**config.mk**
```make
export PLATFORM = sky130hd
export DESIGN_NAME = noc_input_buffer
export DESIGN_NICKNAME = d
export VERILOG_FILES = /design/src/rtl/noc_pkg.sv /design/src/rtl/noc_flit_fifo.sv /design/src/rtl/noc_input_buffer.sv
export SDC_FILE = /design/constraint.sdc
export NUM_CORES = 1
export LEC_CHECK = 0
export ABC_AREA = 0
export CORE_MARGIN = 2
export CORE_UTILIZATION = 36
export CTS_CLUSTER_DIAMETER = 30
export DETAILED_ROUTE_END_ITERATION = 7
export SLEW_MARGIN = 20
export SYNTH_ARGS = -nofsm -noshare
export SYNTH_HDL_FRONTEND = slang
export SYNTH_HIERARCHICAL = 1
export SYNTH_SLANG_ARGS = --single-unit
```
**constraint.sdc**
```tcl
create_clock -name clk -period 4.95 [get_ports clk]
set_clock_uncertainty 0.15 [all_clocks]
set_input_delay 1.2375 -clock clk [delete_from_list [all_inputs] [get_ports clk]]
set_output_delay 1.2375 -clock clk [all_outputs]
set_load 0.02 [all_outputs]
```
**src/rtl/noc_pkg.sv**
```systemverilog
// rtl/noc_pkg.sv - flit type codes, FSM states and type helpers for the NoC input buffer
package noc_pkg;

   localparam logic [1:0] FLIT_HEAD   = 2'b00;
   localparam logic [1:0] FLIT_BODY   = 2'b01;
   localparam logic [1:0] FLIT_TAIL   = 2'b10;
   localparam logic [1:0] FLIT_SINGLE = 2'b11;

   typedef enum logic [1:0] {
      S_IDLE = 2'd0,
      S_REQ  = 2'd1,
      S_SEND = 2'd2
   } state_t;

   // A flit that may legally open a packet.
   function automatic logic opens_packet(input logic [1:0] ftype);
      return (ftype == FLIT_HEAD) || (ftype == FLIT_SINGLE);
   endfunction

   function automatic logic closes_packet(input logic [1:0] ftype);
      return (ftype == FLIT_TAIL) || (ftype == FLIT_SINGLE);
   endfunction

endpackage

```
**src/rtl/noc_flit_fifo.sv**
```systemverilog
// rtl/noc_flit_fifo.sv - circular flit FIFO with occupancy count and head-of-queue output
module noc_flit_fifo #(
   parameter int WIDTH = 18,
   parameter int DEPTH = 64,
   parameter int CNT_W = $clog2(DEPTH + 1)
) (
   input  logic             clk,
   input  logic             rst,
   input  logic             push,
   input  logic             pop,
   input  logic [WIDTH-1:0] wdata,
   output logic             full,
   output logic             empty,
   output logic [CNT_W-1:0] count,
   output logic [WIDTH-1:0] head
);

   localparam int AW = $clog2(DEPTH);

   logic [WIDTH-1:0] mem [DEPTH];
   logic [AW-1:0]    wr_ptr;
   logic [AW-1:0]    rd_ptr;
   logic [CNT_W-1:0] cnt;
   logic             do_push;
   logic             do_pop;

   assign full    = (cnt == CNT_W'(DEPTH));
   assign empty   = (cnt == '0);
   assign count   = cnt;
   assign head    = mem[rd_ptr];
   assign do_push = push && !full;
   assign do_pop  = pop && !empty;

   // Pointers are exactly log2(DEPTH) wide, so wrap-around is free.
   always_ff @(posedge clk) begin
      if (rst) begin
         wr_ptr <= '0;
         rd_ptr <= '0;
         cnt    <= '0;
      end else begin
         if (do_push) wr_ptr <= wr_ptr + AW'(1);
         if (do_pop)  rd_ptr <= rd_ptr + AW'(1);
         case ({do_push, do_pop})
            2'b10:   cnt <= cnt + CNT_W'(1);
            2'b01:   cnt <= cnt - CNT_W'(1);
            default: cnt <= cnt;
         endcase
      end
   end

   always_ff @(posedge clk) begin
      if (do_push) mem[wr_ptr] <= wdata;
   end

endmodule

```
**src/rtl/noc_input_buffer.sv**
```systemverilog
// rtl/noc_input_buffer.sv - router input-port buffer: flit FIFO, per-packet port request, wormhole streaming
module noc_input_buffer
   import noc_pkg::*;
#(
   parameter int FLIT_W = 18,
   parameter int DEPTH  = 64,
   parameter int DEST_W = 4,
   parameter int CNT_W  = $clog2(DEPTH + 1)
) (
   input  logic              clk,
   input  logic              rst,
   input  logic [FLIT_W-1:0] data_in,
   input  logic              req_in,
   output logic              ack_in,
   output logic              req_port,
   input  logic              grant_port,
   output logic [DEST_W-1:0] dest,
   output logic              req_out,
   input  logic              ack_out,
   output logic [FLIT_W-1:0] data_out,
   output logic [CNT_W-1:0]  occupancy,
   output logic              err
);

   state_t            state;
   logic [DEST_W-1:0] dest_q;
   logic              req_port_q;
   logic              full;
   logic              empty;
   logic [FLIT_W-1:0] head;
   logic [1:0]        head_type;
   logic              push;
   logic              out_pop;
   logic              drop;

   assign head_type = head[FLIT_W-1:FLIT_W-2];

   // No bypass: a pop while full only frees a slot for the following cycle.
   assign ack_in   = !full && !rst;
   assign push     = req_in && ack_in;
   assign req_out  = !rst && (state == S_SEND) && !empty && grant_port;
   assign out_pop  = req_out && ack_out;
   assign drop     = !rst && (state == S_IDLE) && !empty && !opens_packet(head_type);
   assign err      = drop;
   assign req_port = req_port_q;
   assign dest     = dest_q;
   assign data_out = head;

   noc_flit_fifo #(
      .WIDTH (FLIT_W),
      .DEPTH (DEPTH),
      .CNT_W (CNT_W)
   ) u_fifo (
      .clk   (clk),
      .rst   (rst),
      .push  (push),
      .pop   (out_pop || drop),
      .wdata (data_in),
      .full  (full),
      .empty (empty),
      .count (occupancy),
      .head  (head)
   );

   always_ff @(posedge clk) begin
      if (rst) begin
         state      <= S_IDLE;
         dest_q     <= '0;
         req_port_q <= 1'b0;
      end else begin
         case (state)
            S_IDLE: begin
               // Destination comes from the stored head, never from data_in.
               if (!empty && opens_packet(head_type)) begin
                  dest_q     <= head[DEST_W-1:0];
                  req_port_q <= 1'b1;
                  state      <= S_REQ;
               end
            end
            S_REQ: begin
               if (grant_port) state <= S_SEND;
            end
            S_SEND: begin
               if (out_pop && closes_packet(head_type)) begin
                  req_port_q <= 1'b0;
                  state      <= S_IDLE;
               end
            end
            default: begin
               req_port_q <= 1'b0;
               state      <= S_IDLE;
            end
         endcase
      end
   end

endmodule

```
== After elaboration in Yosys (flattened, before gate mapping) ==
Memory sizes are Yosys's and may differ from the RTL's. A register that Yosys moved wholly into a read port is not among the register bits.
Cells that the tools add are included.
Storage, ports and cells
  memories kept: 1
  register bits after elaboration: 26
  RAM bits: 1152
  output and inout bits: 33
  logic and storage cells: 61
Operators by class
  equal/unequal tests: 10
  bitwise operators: 1
  add/subtract/negate cells: 4
  reductions and logical operators: 27
  muxes and demuxes: 12
Memories
  u_fifo.mem: words 64, bits a word 18, rd ports 1, clocked after memory_dff 1, write ports 1, line noc_flit_fifo.sv:20  | logic [WIDTH-1:0] mem [DEPTH];
Operators with widths (number)
  7-bit case mux with 2 select lines: 1
  1-bit logical AND: 13
  6-bit by 1-bit adder with 6-bit output (second input constant): 2
  6-bit 2-to-1 mux: 2
  2-bit equality test (second input constant): 4
  7-bit by 1-bit adder with 7-bit output (second input constant): 1
  7-bit equality test (second input constant): 1
  7-bit logical NOT: 1
  7-bit by 1-bit subtractor with 7-bit output (second input constant): 1
  2-bit 2-to-1 mux: 3
  2-bit case mux with 3 select lines: 1
  3-bit AND reduction: 2
  2-bit by 1-bit equality test with 1-bit output (second input constant): 2
  1-bit logical NOT: 4
  2-bit logical NOT: 2
  1-bit 2-to-1 mux: 4
  2-bit by 1-bit != test with 1-bit output (second input constant): 2
  1-bit logical OR: 3
  1-bit case mux with 3 select lines: 1
  2-bit != test (second input constant): 1
  2-bit AND reduction: 1
  2-bit nonzero test: 1
  1-bit inverter: 1

== Logic depth before layout (Yosys ltp) ==
  depth in word-level cells: 9
  depth in mapped cells: 26
  gate-level depth less buffers: 19

== Modules after synthesis ==
Netlist, hierarchy kept.
Modules (own cells, without submodules)
  noc_flit_fifo: area each 45655.0 sq um, cells an instance 2124, instances 1
  noc_input_buffer: area each 382.9 sq um, cells an instance 45, instances 1

== Worst setup path after synthesis ==
No wires, ideal clock.
  kind: register to register
  start point: register (tool-made name)
  end point: register u_fifo.cnt[4] (netlist: u_fifo/count[4])
  data arrival time: 4.660 ns
  setup slack: 0.070 ns
  path buffers: 7
  clock period less this slack: 4.880 ns
  library setup time: 0.071 ns
  stages on the path, launching flop included: 26
  path through: dfxtp_1 -> buf_6 -> buf_6 -> buf_6 -> buf_6 -> buf_6 -> nand2_1 -> o221ai_1 -> o221ai_1 -> nand3_1 -> o211ai_1 -> ha_1 -> nor2_1 -> a31oi_1 -> nor2_1 -> o41a_1 -> buf_2 -> ha_1 -> buf_1 -> xor2_1 -> ha_1 -> a21oi_1 -> o311ai_0 -> a22oi_1 -> or3_1 -> a21oi_1
RTL lines
  end signal: assignment: line noc_flit_fifo.sv:44  | 2'b10: cnt <= cnt + CNT_W'(1);
  end signal: assignment: line noc_flit_fifo.sv:45  | 2'b01: cnt <= cnt - CNT_W'(1);
  end signal: assignment: line noc_flit_fifo.sv:46  | default: cnt <= cnt;
  end: declaration: line noc_flit_fifo.sv:23  | logic [CNT_W-1:0] cnt;

==> summary.json <==
{
  "worst_setup_path": {
    "startpoint_type": "flop",
    "critical_path.endpoint_type": "primary output",
    "cp_num_buf_inv": 3,
    "cp_data_arrival_time_ns": 3.66,
    "reg2regPathDepth": 19,
    "cp_cell_sequence": "buf_12, mux4_2, mux2_2, o21ai_0, o211ai_1, buf_4, ha_4, nor3_4, buf_6",
    "critPathMaxStageDelay_ns": 0.51,
    "critPathTopFamily": "multiplexers",
    "critical_path_cell_with_the_highest_stage_delay": "mux4_2",
    "worst-path-stages": 9,
    "critPathRequiredTime_ns": 3.56,
    "critical_path_class": "flop to primary output",
    "critical_path.max_fanout": 7
  },
  "timing": {
    "final-setup-viol-count": 2,
    "timing.final.ws_setup_ns": -0.0929,
    "final.hold.worst_slack_ns": 0.365,
    "hold_violations": 0,
    "fin_crit_ns": 5.04,
    "max_freq_mhz": 198,
    "min_period_over_period_pct": 102,
    "setup_repair_after_global_routing_missed_its_margin": "true",
    "final-max-slew-violation-count": 0,
    "slew_headroom_pct": 37.0,
    "worst_slew_pin_slew_ns": 0.944
  },
  "synth": {
    "synth_edf_count": 1152,
    "share_of_synthesized_area_spent_on_multiplexers_pct": 16.5,
    "netlist.top_cell.by_area": "edfxtp_1",
    "syn_inst": 2169,
    "share_of_the_synthesized_netlist_area_taken_by_xor_and_xnor_gates_pct": 0.266,
    "syn_area_per_cell_um2": 21.2,
    "async_reset_ff_share_pct": 0,
    "yosysWarnings": 6,
    "synth_top_cell_area_share_pct": 75.1,
    "netlist_top_cells_count": "1152 x edfxtp_1, 263 x mux4_2, 101 x nor2_1",
    "main_combinational_cell_family_by_area_after_synthesis": "multiplexers",
    "synthesis.area_um2": 46000,
    "synth_top_flop_cell": "edfxtp_1",
    "synth_fa_ha_area_share_pct": 0.190,
    "yosys_register_bits": 1184,
    "ys_seq_area_share_pct": 76.5,
    "synth-simple-area-share_pct": 2.57,
    "syn_nets": 2199,
    "yosysMostFrequentCell": "edfxtp_1",
    "count_of_distinct_cell_types_in_the_synthesized_netlist": 58,
    "synth.area.top_cells": "edfxtp_1 75%, mux4_2 13%, mux2_2 2.3%",
    "synth_compound_gate_area_share_pct": 2.43
  },
  "die": {
    "core_area_um2": 127000,
    "initial_core_util_pct": 36.2,
    "die_area_um2": 131000,
    "std_cell_rows": 131,
    "dieHeight_um": 362,
    "boundaryPins": 56,
    "floorplan.die.width_um": 362
  },
  "routing": {
    "route.final.wire_length_um": 120000,
    "drt-pass1-iter-count": 5,
    "post_drt_via_cell_ratio": 5.44,
    "ant_nets": 0,
    "route.vias.total": 23700,
    "number_of_remaining_drc_errors": 0,
    "first_iter_violations": 3003,
    "wl_cell_um": 27.5
  },
  "power": {
    "p_leak_nw": 18.1,
    "p_int_w": 0.0203,
    "totalPowerFinal_w": 0.0256,
    "swShare_pct": 20.9,
    "vdd.ir_drop.worst_uv": 363,
    "power_switching_w": 0.00536,
    "pwr_density_cell_nw_per_um2": 446,
    "clockPowerShare_pct": 54.9,
    "share_seq_of_total_power_pct": 43.1,
    "comb_power_share_pct": 2.0
  },
  "placed_design": {
    "place_hpwl_um": 70700,
    "dpl_cell_area_um2": 49600,
    "routabilityCongestion": 0.831,
    "port-buffer-count": 55
  },
  "min_path": {
    "holdCritPathClass": "flop to flop",
    "worstHoldPathCells": 2
  },
  "clocking": {
    "cts.sink_count": 1184,
    "cts.hold.buffers_added": 0,
    "clkTransAtPathRegs_ns": 0.05,
    "clock_latency_on_the_worst_skew_pair_ns": 0.78,
    "tritoncts.num_buffers": 197,
    "clock_tree.htree_level_count": 4,
    "clock_path_buffers": 3,
    "root_buffer": "clkbuf_16",
    "clock_tree_from_tritoncts": "built"
  },
  "run_status": {
    "failed_checks": "setup timing",
    "status": "finished with violations"
  },
  "global_routing": {
    "global_route_wire_length_before_repair_um": 171000,
    "globalRoute.totalOverflow": 0,
    "grt_max_degree": 65,
    "overall_routing_resource_usage_pct": 18.2,
    "antenna_violations_before_repair": 7,
    "first_global_vias": 24300
  },
  "final_layout": {
    "area_growth_syn_to_layout_pct": 25.0,
    "final_cell_area_um2": 57500,
    "finish.net_count": 2551,
    "final_layout_size_suffix_gt1_share_pct": 39.3
  },
  "job": {
    "max_cap_viol_count": 0
  }
}
[worst paths after layout]
path                   startpoint                            to  slack (ns)
min          dest[0]$_SDFFE_PP0P_          dest[0]$_SDFFE_PP0P_        0.36
max                          flop                           err       -0.09
min reg2reg  dest[0]$_SDFFE_PP0P_          dest[0]$_SDFFE_PP0P_        0.36
max reg2reg                  flop  u_fifo/count[4]$_SDFFE_PP0P_        0.17
[flip-flops by register name, summed over array words and instances (netlist names), named ones only]
name	count
state	2
dest	4
u_fifo/rd_ptr	6
req_port	1
u_fifo/count	7
u_fifo/mem	1152
u_fifo/wr_ptr	6
[kinds of logic (layout without fill, tap and decap cells)]
logic type | Yosys count | in the layout
adder cells (fa/ha/maj) | 7 | 7
AO/OA/AOI/OAI | 164 | 164
buffers and inverters | 130 | 656
AND/OR/NAND/NOR | 253 | 253
other | 0 | 4
flip-flops | 1184 | 1184
multiplexers | 417 | 417
XOR/XNOR | 14 | 14
[cells in the final DEF (no fill, tap or decap), types with 8 or more instances in the layout]
master,instances
edfxtp_1,1152
mux4_2,263
clkbuf_16,203
buf_4,189
mux2_2,91
nand2_1,61
nor2_2,57
mux2i_1,54
nor2_1,44
clkinv_2,36
a21oi_1,31
bufinv_16,30
dfxtp_1,28
clkinv_4,26
nand3_1,21
buf_2,21
clkinv_1,18
clkdlybuf4s50_1,18
clkinvlp_4,17
buf_12,17
inv_6,16
a221oi_1,16
o22ai_1,16
o211ai_1,16
nor2b_1,15
o21ai_0,15
clkbuf_1,14
o21ai_1,12
xor2_1,11
o221ai_1,11
o2111ai_1,9
nor3_1,8
buf_16,8
mux2i_2,8
[metrics by stage]
stage / worst slack, ns / TNS (ns) / instances / utilization (%)
after floorplan: 0.0696 / 0 / 2169 / -
after global placement: -0.0432 / -0.0432 / 3942 / 39.0
after detailed placement: -0.0556 / -0.0556 / 3942 / 39.0
after CTS: -0.0857 / -0.148 / 4341 / 45.0
after global routing: -0.231 / -0.409 / 4357 / 45.2
final: -0.0929 / -0.112 / 4361 / 45.2
[power by group through the flow]
stage	registers [W]	logic [W]	clock network [W]
final	0.0110	0.000515	0.0141
after global routing	0.0110	0.000548	0.0148
after global placement	0.0112	0.000464	0
after floorplan	0.0112	0.000174	0
after CTS	0.0110	0.000502	0.0143
after detailed placement	0.0112	0.000482	0
[worst reg2reg max path, stage by stage, from the launching register on]
cell,delay (ns)
dfxtp_4,0.44
buf_12,0.17
mux4_2,0.51
mux2_2,0.31
o21ai_0,0.34
o211ai_1,0.35
buf_4,0.26
ha_4,0.28
nor2_1,0.04
a31oi_1,0.15
nor2_1,0.06
o41a_1,0.15
ha_4,0.20
xor2_1,0.14
ha_2,0.21
a21oi_4,0.17
a31o_2,0.20
a22oi_1,0.08
or3_1,0.33
a21oi_1,0.16
[per-layer routing]
metal	GRT usage, %	vias to the layer above	wire, um
li1	-	9854	-
met1	24.5	12600	48200
met2	27.7	1101	56000
met3	5.33	203	11800
met4	7.48	0	3860
met5	0	-	0
[final cells by class]
cell class                 instances  area [um^2]
antenna                            4         10.0
clock buffer                     217         5100
clock inverter                   156         1930
fill                           10500        69700
inverter                           7         26.3
multi-input combinational        855        10500
sequential                      1184        35200
tap                             1662         2080
timing repair buffer             276         2650
[repair_timing]
item / CTS / global route
resized for setup: 100 / 45
pin swaps: 9 / 16
setup endpoints to repair: 22 / 21
setup buffers: 19 / 15
gates cloned: 7 / 3
Note: power is estimated with default switching activity, not from simulation.
